[src/rtl/seq_bin_to_bcd.sv]
// seq_bin_to_bcd
//   Iterative double-dabble binary-to-BCD converter. It sits between the
//   sequential multiplier and the display digit muxes. A start pulse captures
//   the magnitude and its sign. The magnitude is converted one bit per clock,
//   so a conversion takes BIN_W iterations. A one-cycle done pulse marks the
//   edge on which bcd, sign_out and digit_blank update. Those outputs hold
//   steady between completions, so the display never sees a partial result.
//
//   Optional build macro: LEADING_ZERO_BLANK_EN
//     defined   -> digit_blank is registered with bcd. Digits above the most
//                  significant non-zero digit are flagged; digit 0 is never
//                  flagged.
//     undefined -> digit_blank is tied to zero.
//
//   Ports
//     clk         system clock, rising edge
//     rst         asynchronous reset, active low
//     start       conversion request (ignored while busy)
//     bin         unsigned magnitude, sampled only on the accepting edge
//     sign_in     sign of the operand, 1 = negative
//     busy        conversion in progress
//     done        one-cycle pulse; outputs updated on this edge
//     bcd         packed BCD result, digit 0 in [3:0]
//     sign_out    captured sign, forced to 0 for a zero result
//     digit_blank per-digit leading-zero blank mask
//
//   state | meaning
//   ------+----------------------------------------------------------
//   IDLE  | waiting for start; outputs hold the last result
//   SHIFT | one add-3/shift iteration per clock, BIN_W iterations
//   DONE  | done pulse cycle; a start here is accepted back-to-back
module seq_bin_to_bcd #(
  parameter int BIN_W  = 16,
  parameter int DIGITS = 5
) (
  input  logic                  clk,
  input  logic                  rst,
  input  logic                  start,
  input  logic [BIN_W-1:0]      bin,
  input  logic                  sign_in,
  output logic                  busy,
  output logic                  done,
  output logic [4*DIGITS-1:0]   bcd,
  output logic                  sign_out,
  output logic [DIGITS-1:0]     digit_blank
);

  localparam int CNT_W = (BIN_W > 1) ? $clog2(BIN_W) : 1;
  localparam logic [CNT_W-1:0] CNT_LAST = CNT_W'(BIN_W - 1);

  typedef enum logic [1:0] {IDLE, SHIFT, DONE} state_t;

  state_t                state, state_nxt;
  logic [BIN_W-1:0]      operand, operand_nxt;
  logic [4*DIGITS-1:0]   scratch, scratch_adj, scratch_nxt;
  logic [CNT_W-1:0]      cnt;
  logic                  sign_lat;
  logic                  load;
  logic                  last_iter;

  assign load      = start && ((state == IDLE) || (state == DONE));
  assign last_iter = (state == SHIFT) && (cnt == CNT_LAST);

  always_ff @(posedge clk or negedge rst) begin
    if (!rst) state <= IDLE;
    else      state <= state_nxt;
  end

  always_comb begin
    state_nxt = state;
    busy      = 1'b0;
    done      = 1'b0;
    case (state)
      IDLE: begin
        if (start) state_nxt = SHIFT;
      end
      SHIFT: begin
        busy = 1'b1;
        if (cnt == CNT_LAST) state_nxt = DONE;
      end
      DONE: begin
        done      = 1'b1;
        state_nxt = start ? SHIFT : IDLE;
      end
      default: state_nxt = IDLE;
    endcase
  end

  // The add-3 correction is confined to each 4-bit digit. A digit of 5..9
  // becomes 8..12, which still fits in 4 bits, so nothing carries across.
  always_comb begin
    scratch_adj = scratch;
    for (int i = 0; i < DIGITS; i++) begin
      if (scratch[4*i +: 4] >= 4'd5)
        scratch_adj[4*i +: 4] = scratch[4*i +: 4] + 4'd3;
    end
    scratch_nxt = {scratch_adj[4*DIGITS-2:0], operand[BIN_W-1]};
    operand_nxt = {operand[BIN_W-2:0], 1'b0};
  end

  always_ff @(posedge clk or negedge rst) begin
    if (!rst) begin
      operand  <= '0;
      scratch  <= '0;
      cnt      <= '0;
      sign_lat <= 1'b0;
      bcd      <= '0;
      sign_out <= 1'b0;
    end else if (load) begin
      operand  <= bin;
      scratch  <= '0;
      cnt      <= '0;
      // Fold the zero test in at capture so that -0 is never displayed.
      sign_lat <= sign_in & (|bin);
    end else if (state == SHIFT) begin
      operand <= operand_nxt;
      scratch <= scratch_nxt;
      cnt     <= cnt + 1'b1;
      if (cnt == CNT_LAST) begin
        bcd      <= scratch_nxt;
        sign_out <= sign_lat;
      end
    end
  end

`ifdef LEADING_ZERO_BLANK_EN
  logic [DIGITS-1:0] blank_nxt, blank_q;

  // Scan from the top digit down. A digit is blanked until the first
  // non-zero digit is seen. Digit 0 is left unblanked so zero shows as "0".
  always_comb begin
    logic seen;
    seen      = 1'b0;
    blank_nxt = '0;
    for (int i = DIGITS - 1; i >= 1; i--) begin
      if (scratch_nxt[4*i +: 4] != 4'd0) seen = 1'b1;
      blank_nxt[i] = ~seen;
    end
  end

  always_ff @(posedge clk or negedge rst) begin
    if (!rst)           blank_q <= '0;
    else if (last_iter) blank_q <= blank_nxt;
  end

  assign digit_blank = blank_q;
`else
  assign digit_blank = '0;
`endif

endmodule

[config.mk]
export PLATFORM = sky130hd
export DESIGN_NAME = seq_bin_to_bcd
export DESIGN_NICKNAME = d
export VERILOG_FILES = /design/src/rtl/seq_bin_to_bcd.sv
export SDC_FILE = /design/constraint.sdc
export NUM_CORES = 1
export LEC_CHECK = 0
export ABC_CLOCK_PERIOD_IN_PS = 2750
export CELL_PAD_IN_SITES_DETAIL_PLACEMENT = 0
export CELL_PAD_IN_SITES_GLOBAL_PLACEMENT = 1
export CORE_ASPECT_RATIO = 0.75
export CORE_MARGIN = 1.5
export CORE_UTILIZATION = 45
export CTS_CLUSTER_SIZE = 30
export DETAILED_ROUTE_END_ITERATION = 8
export PLACE_DENSITY_LB_ADDON = 0.12
export SKIP_CTS_REPAIR_TIMING = 1
export SLEW_MARGIN = 20
export SYNTH_ARGS = -nofsm -noshare
export SYNTH_HDL_FRONTEND = slang
export SYNTH_SLANG_ARGS = --single-unit
[constraint.sdc]
create_clock -name clk -period 2.75 [get_ports clk]
set_input_delay 0.55 -clock clk [delete_from_list [all_inputs] [get_ports clk]]
set_output_delay 0.55 -clock clk [all_outputs]
set_load 0.05 [all_outputs]
==> out/results.ini, run 1 <==
[clock_network]
cts_root_buf = clkbuf_8
cts_tree = yes
clock_path_buffers = 2
cts.htree.levels = 3
cts_sinks = 64
clk_latency_ps = 340
cts_made_buffers = 9
clk_pin_slew_worst_paths_ps = 70

[flow_run]
maxCapViolCount = 0

[die]
ios = 48
die_area_um2 = 7350
start_util = 0.477
core_um2 = 6440
die_x_um = 98.5
rows = 25
die_y_um = 74.6

[sta]
worst_pin_slew_ps = 794
setup-tns-final_ps = 0
fin_crit_ps = 2250
timing.hold.ws_ps = 167
drv_slew = 0
rsz0062_at_grt = false
finalClockSkew_ps = 9.09
fin_crit_sh = 0.819
finalHoldViolCount = 0
relSlewSlack = 0.469
fin_ws_ps = 498
fmax_ghz = 0.444
setup_violations = 0

[power_and_ir_drop]
pwr-share-comb = 0.498
netSwitchingFraction = 0.430
p_int_mw = 2.85
net-switching-power_mw = 2.15
p_leak_nw = 1.71
p_clk_frac = 0.160
power_frac_seq = 0.343
peakVddDrop_uv = 721
p_per_area_nw_per_um2 = 1340

[drt]
routedWlPerCell_um = 14.9
vias_per_cell = 5.39
wirelength_um = 6280
antenna_left = 0
firstDrtPassIters = 4
drt_iter0_markers = 91
drc = 0
vias = 2262

[logic_synthesis]
ys_seq_area_frac = 0.521
ys_warn_count = 0
synthesis.area_um2 = 3080
avgSynthCellArea_um2 = 10.6
synth-seq-cells = 64
netlist-cell-type-count = 32
syn-instance-count = 291

[global_routing]
gr-total-overflow = 0
antenna_found_initial = 0
grt_pass1_vias = 2122
grt_pass1_wl_um = 10500
track_usage = 0.187
grt_start_max_net_pins = 36

[layout]
antennaDiodeCount = 0
nNetsFinal = 365
area_growth_pct = 21.1
finalNonFillerCells = 420
final_common_cell = dfrtp_1
drive_gt1_frac = 0.121
layout_common_cells = dfrtp_1, nand2_1, clkdlybuf4s50_1, a21oi_1, o21ai_0

[critical_path]
critPathMaxFanout = 4
arrival_ps = 1700
crit_type = flop to output pin
r2r_setup_slack_ps = 820
worstSetupEndpointType = output pin
worstPathRequired_ps = 2200
start_kind = flop

[hold_path]
hold_path_class = input pin to async pin

[outcome]
outcome = finished clean

[placed_design]
dp_cells = 404
place_ws_ps = 599
place_hpwl_um = 4170
place.gp.congestion = 0.752
io_buffers = 42

power by group through the flow:
stage / registers [mW] / logic [mW] / clock network [mW]
after floorplan: 2.15 / 1.38 / 0
after global placement: 1.71 / 2.44 / 0
after detailed placement: 1.72 / 2.51 / 0
after CTS: 1.71 / 2.52 / 0.812
after global routing: 1.78 / 2.74 / 0.854
final: 1.71 / 2.49 / 0.798
per-layer routing:
layer / up-vias / routed length, µm / GRT usage
li1: 1096 / - / -
met1: 1114 / 3130 / 0.264
met2: 46 / 2790 / 0.275
met3: 6 / 295 / 0.0585
met4: 0 / 59 / 0.0657
met5: - / 0 / 0
cell type report:
| class | count | area [µm²] |
|---|---|---|
| fill | 565 | 2720 |
| sequential | 64 | 1600 |
| multi-input combinational | 201 | 1320 |
| timing repair buffer | 47 | 463 |
| clock buffer | 14 | 193 |
| tap | 81 | 101 |
| inverter | 11 | 41.3 |
| clock inverter | 2 | 10.0 |
worst max-delay path, cell delays in order, from the launching register on:
cell             delay [ps]
dfrtp_1                 420
nor2b_1                 130
clkdlybuf4s50_1         810
registers in the layout, indices dropped and copies added, names as in the netlist:
register,cells
bcd,20
scratch,20
operand,16
cnt,4
state,2
sign_lat,1
sign_out,1
through the flow:
stage | total power, mW | cell area (µm²) | utilization
2_1_floorplan | 3.53 | 3090 | -
3_3_place_gp | 4.16 | 3520 | 0.547
3_5_place_dp | 4.22 | 3520 | 0.547
4_1_cts | 5.04 | 3730 | 0.578
5_1_grt | 5.37 | 3730 | 0.578
6_report | 5.00 | 3730 | 0.578
kinds of logic (layout without fill, tap and decap cells):
kind of cell               after synthesis  after routing  synth area share
adders and majority gates               11             11            0.0447
xor gates and xnor gates                 6              6            0.0171
muxes                                   17             17            0.0724
and+or+nand+nor                         95             95             0.150
AOI/OAI and AO/OA                       67             67             0.138
buffers and inverters                   30             74            0.0561
other                                    1              5           0.00122
DFF                                     64             64             0.521
synthesized netlist by cell type (all sizes together):
cell type  number  share of area
a31oi           1         0.0020
inv            11          0.013
dfrtp          64           0.52
nor4            4         0.0081
and2            1         0.0028
nor2           12          0.017
nor2b           2         0.0041
a22oi          14          0.034
conb            1         0.0012
nor3b           9          0.022
o21ai          16          0.026
nand4           2         0.0041
mux2           12          0.056
a22o           12          0.034
a21oi          24          0.041
clkbuf          1         0.0012
buf            18          0.041
nor3            5         0.0081
nand2          44          0.054
ha             11          0.045
nand3           8          0.013
and3            1         0.0020
nand2b          7          0.015
xnor2           6          0.017
mux2i           5          0.016
path summary, 6_finish.rpt:
kind	end	depth (start not counted)	startpoint
max in group asynchronous	scratch[11]	2	rst
max	done	2	state[0]
max reg2reg	bcd[1]	4	state[1]
min reg2reg	operand[12]	2	operand[12]
min in group clk	operand[12]	2	operand[12]
min	bcd[7]	1	rst
Note: power is estimated with default switching activity, not from simulation.
==> inputs of run 2 (changes only) <==
Settings changed: ABC_CLOCK_PERIOD_IN_PS 2750 to 1820, CORE_UTILIZATION 45 to 38.
Clock period 2.75 ns to 1.82 ns, I/O delays scaled along.
==> out/results.ini, run 2 (synthesis results as in run 1) <==
[outcome]
outcome = finished clean

[die]
die_x_um = 107  ; +8.5%
rows = 28  ; +12%
core_um2 = 7880  ; +22%
die_area_um2 = 8650  ; +18%
ios = 48  ; unchanged
start_util = 0.390  ; -0.0872
die_y_um = 80.9  ; +8.5%

[global_routing]
track_usage = 0.157  ; -0.0294
grt_pass1_vias = 2043  ; -3.7%
gr-total-overflow = 0  ; unchanged
antenna_found_initial = 0  ; unchanged
grt_pass1_wl_um = 10200  ; -3.3%
grt_start_max_net_pins = 65  ; +81%

[sta]
fin_ws_ps = 83.8  ; -415 ps
setup_violations = 0  ; unchanged
finalClockSkew_ps = 9.36  ; +0.266 ps
rsz0062_at_grt = false
drv_slew = 0  ; unchanged
fmax_ghz = 0.576
finalHoldViolCount = 0  ; unchanged
setup-tns-final_ps = 0  ; unchanged
fin_crit_sh = 0.954
fin_crit_ps = 1740

[layout]
fin_area_um2 = 3770  ; +1.1%
antennaDiodeCount = 0  ; unchanged
area_growth_pct = 22.4
nNetsFinal = 368  ; +0.82%
layout_common_cells = dfrtp_1, nand2_1, buf_4, a21oi_1, clkdlybuf4s50_1
fill_cells = 750  ; +33%
finalNonFillerCells = 447  ; +6.4%
final_common_cell = dfrtp_1
drive_gt1_frac = 0.187  ; +0.0662
top_regs = bcd: 20 flops, scratch: 20 flops, operand: 16 flops

[critical_path]
critPathMaxFanout = 26  ; +22
r2r_setup_slack_ps = 150  ; -670 ps
r2r_end = bcd[14]
worstPathRequired_ps = 1460  ; -740 ps
regToRegStartpoint = scratch[13]
start_kind = flop
arrival_ps = 1370  ; -330 ps
worstSetupEndpointType = output pin
rr_worst_depth = 6  ; +2
startpoint = state[1]
crit_type = flop to output pin

[power_and_ir_drop]
p_per_area_nw_per_um2 = 2020  ; +51%
p_leak_nw = 1.76  ; +2.9%
p_int_mw = 4.34  ; +52%
pwr-share-comb = 0.498  ; about the same
peakVddDrop_uv = 974  ; +35%
netSwitchingFraction = 0.430  ; -0.000872
power_frac_seq = 0.339  ; -0.004
p_clk_frac = 0.163  ; +0.003
net-switching-power_mw = 3.27  ; +52%

[placed_design]
place.gp.congestion = 0.720  ; -4.3%
dpl_cell_area_um2 = 3560  ; +0.99%
io_buffers = 42  ; unchanged
dp_cells = 431  ; +6.7%
place_hpwl_um = 4040  ; -3.3%
place_ws_ps = 102  ; -497 ps

[clock_network]
cts.htree.levels = 3  ; unchanged
clk_latency_ps = 340  ; about the same
cts_root_buf = clkbuf_8
clock_path_buffers = 2  ; unchanged
clk_pin_slew_worst_paths_ps = 70  ; about the same
cts_tree = yes
cts_made_buffers = 9  ; unchanged
cts_sinks = 64  ; unchanged

[drt]
firstDrtPassIters = 4  ; unchanged
dr_wl_met3_um = 184  ; -38%
wl_met1_um = 3230  ; +3.2%
vias_per_cell = 4.89  ; -9.1%
vias = 2188  ; -3.3%
routedWlPerCell_um = 13.9  ; -7.0%
dr_wl_met2_um = 2720  ; -2.7%
drt_iter0_markers = 69  ; -24%
antenna_left = 0  ; unchanged
wirelength_um = 6220  ; -0.97%
drc = 0  ; unchanged
highest_layer = met4

[flow_run]
maxCapViolCount = 0  ; unchanged

[hold_path]
hold_path_class = input pin to async pin

## run 2: final cells by class
type                    count  area [µm²]  area share
clock inverters             2        37.5     0.00996
flip-flops and latches     64        1600       0.425
clock buffers              14         163      0.0432
inverters                  11        41.3      0.0110
well taps                 105         131      0.0349
repair buffers             50         472       0.125
multi-input cells         201        1320       0.351
## run 2: power by group through the flow
stage                     registers [mW]  clock network, mW  logic, mW
after CTS                           2.57               1.29       3.82
after floorplan                     3.25                  0       2.09
after global routing                2.67               1.35       4.16
after global placement              2.59                  0       3.74
final                               2.58               1.24       3.79
after detailed placement            2.59                  0       3.80
## run 2: metal layers
metal | vias up | track usage
met2 | 26 | 0.221
li1 | 1101 | -
met5 | - | 0
met4 | 0 | 0.0600
met1 | 1052 | 0.225
met3 | 9 | 0.0506
## run 2: how the worst max path moves through the flow
stage,depth (start not counted),slack (ps),endpoint
after CTS,4,-30,busy
after floorplan,6,270,bcd[10]
after detailed placement,6,100,scratch[19]
after global placement,6,130,scratch[7]
after global routing,6,4,bcd[14]
final,4,80,busy
## run 2: through the flow
stage	utilization	power, mW	hold WS [ps]
2_1_floorplan	-	5.33	68.4
6_report	0.478	7.61	19.0
4_1_cts	0.477	7.69	33.0
5_1_grt	0.478	8.18	45.8
3_3_place_gp	0.452	6.33	409
3_5_place_dp	0.452	6.39	414
## run 2: critical path, cell delays in order (launching register included)
cell and delay (ps):
dfrtp_1 370, nand2b_2 180, inv_2 60, buf_6 240
buf_12 170
==> inputs of run 3 (changes only) <==
Settings changed: ABC_CLOCK_PERIOD_IN_PS 1820 to 2200, CORE_UTILIZATION 38 to 45.
Clock period 1.82 ns to 2.2 ns, I/O delays scaled along.
==> out/results.ini, run 3 (synthesis results as in run 1) <==
[outcome]
outcome = finished clean

[global_routing]
track_usage = 0.181  ; +0.0238
grt_pass1_wl_um = 10200  ; -0.41%
grt_start_max_net_pins = 65  ; unchanged
grt_pass1_vias = 2112  ; +3.4%
gr-total-overflow = 0  ; unchanged
antenna_found_initial = 0  ; unchanged

[critical_path]
cp.buffers_inverters = 1  ; -2
worstPathRequired_ps = 1760  ; +300 ps
start_kind = flop
worstSetupEndpointType = output pin
path_delay_family = buffers and inverters
worstPathCellList = clkdlybuf4s50_1
critPathMaxStageDelay_ps = 810  ; +440 ps
crit_type = flop to output pin
critPathMaxFanout = 2  ; -92%
slowest_stage = clkdlybuf4s50_1
arrival_ps = 1510  ; +140 ps

[placed_design]
io_buffers = 42  ; unchanged
place.gp.congestion = 0.730  ; +1.5%
dp_cells = 404  ; -6.3%
place_ws_ps = 159  ; +57.2 ps
place_hpwl_um = 3910  ; -3.1%
dpl_cell_area_um2 = 3530  ; -0.70%

[flow_run]
maxCapViolCount = 0  ; unchanged

[sta]
finalClockSkew_ps = 7.09  ; -2.27 ps
fin_crit_sh = 0.884
worst_pin_slew_ps = 825
timing.hold.ws_ps = 90.8  ; +71.8 ps
fin_ws_ps = 254  ; +170 ps
setup-tns-final_ps = 0  ; unchanged
fin_crit_ps = 1950
rsz0062_at_grt = false
drv_slew = 0  ; unchanged
setup_violations = 0  ; unchanged
relSlewSlack = 0.449
fmax_ghz = 0.514
finalHoldViolCount = 0  ; unchanged

[clock_network]
cts_sinks = 64  ; unchanged
clk_latency_ps = 340  ; about the same
clk_pin_slew_worst_paths_ps = 70  ; about the same
clock_path_buffers = 2  ; unchanged
cts_made_buffers = 9  ; unchanged
cts_root_buf = clkbuf_8
cts.htree.levels = 3  ; unchanged
cts_tree = yes

[drt]
wirelength_um = 6060  ; -2.5%
routedWlPerCell_um = 14.5  ; +4.1%
antenna_left = 0  ; unchanged
drc = 0  ; unchanged
vias_per_cell = 5.24  ; +7.1%
vias = 2196  ; +0.37%
drt_iter0_markers = 80  ; +16%
firstDrtPassIters = 4  ; unchanged

[layout]
top_regs = bcd: 20 flops, scratch: 20 flops, operand: 16 flops
ff_latch_area_um2 = 1600  ; unchanged
area_growth_pct = 21.1
nNetsFinal = 365  ; -0.82%
drive_gt1_frac = 0.121  ; -0.0658
antennaDiodeCount = 0  ; unchanged
layout_common_cells = dfrtp_1, nand2_1, clkdlybuf4s50_1, a21oi_1, o21ai_0
finalNonFillerCells = 419  ; -6.3%
final_common_cell = dfrtp_1
multi_input_area_um2 = 1320  ; -0.28%
fill_cells = 579  ; -23%
fin_area_um2 = 3730  ; -1.1%

[power_and_ir_drop]
p_leak_nw = 1.70  ; -3.0%
p_per_area_nw_per_um2 = 1660  ; -18%
peakVddDrop_uv = 875  ; -10%

[die]
start_util = 0.477  ; +0.0872
rows = 25  ; -11%
die_x_um = 98.5  ; -7.9%
core_um2 = 6440  ; -18%
die_area_um2 = 7350  ; -15%
die_y_um = 74.6  ; -7.8%
ios = 48  ; unchanged

[hold_path]
hold_path_class = input pin to async pin

-- run 3: path summary, 6_finish.rpt --
| check | start | end | slack, ps | cells past startpoint |
|---|---|---|---|---|
| max | bcd[17] | bcd[17] | 250 | 1 |
| min | rst | bcd[7] | 90 | 2 |
| min in group clk | operand[6] | operand[6] | 480 | 2 |
| min reg2reg | operand[6] | operand[6] | 480 | 2 |
| max reg2reg | state[1] | bcd[0] | 460 | 4 |
| max in group asynchronous | rst | scratch[12] | 1820 | 2 |
-- run 3: final cells by class --
class,count,area share
sequential,64,0.430
inverter,11,0.0111
timing repair buffer,47,0.127
clock buffer,13,0.0480
clock inverter,2,0.00336
tap,81,0.0272
multi-input combinational,201,0.354
-- run 3: routing by layer --
metal | up-vias | global-route usage | routed length, µm
met2 | 41 | 0.274 | 2740
met5 | - | 0 | 0
met4 | 0 | 0.0704 | 85
met1 | 1060 | 0.250 | 3010
met3 | 8 | 0.0539 | 227
li1 | 1087 | - | -
-- run 3: metrics by stage --
step	power (mW)	utilization
6_report	6.20	0.578
2_1_floorplan	4.41	-
3_5_place_dp	5.28	0.549
5_1_grt	6.67	0.578
4_1_cts	6.28	0.578
3_3_place_gp	5.21	0.549
-- run 3: power breakdown --
group          internal, mW  total, mW  switching (mW)
combinational          1.29       3.12            1.83
sequential             1.72       2.13           0.404
clock                 0.524      0.956           0.432
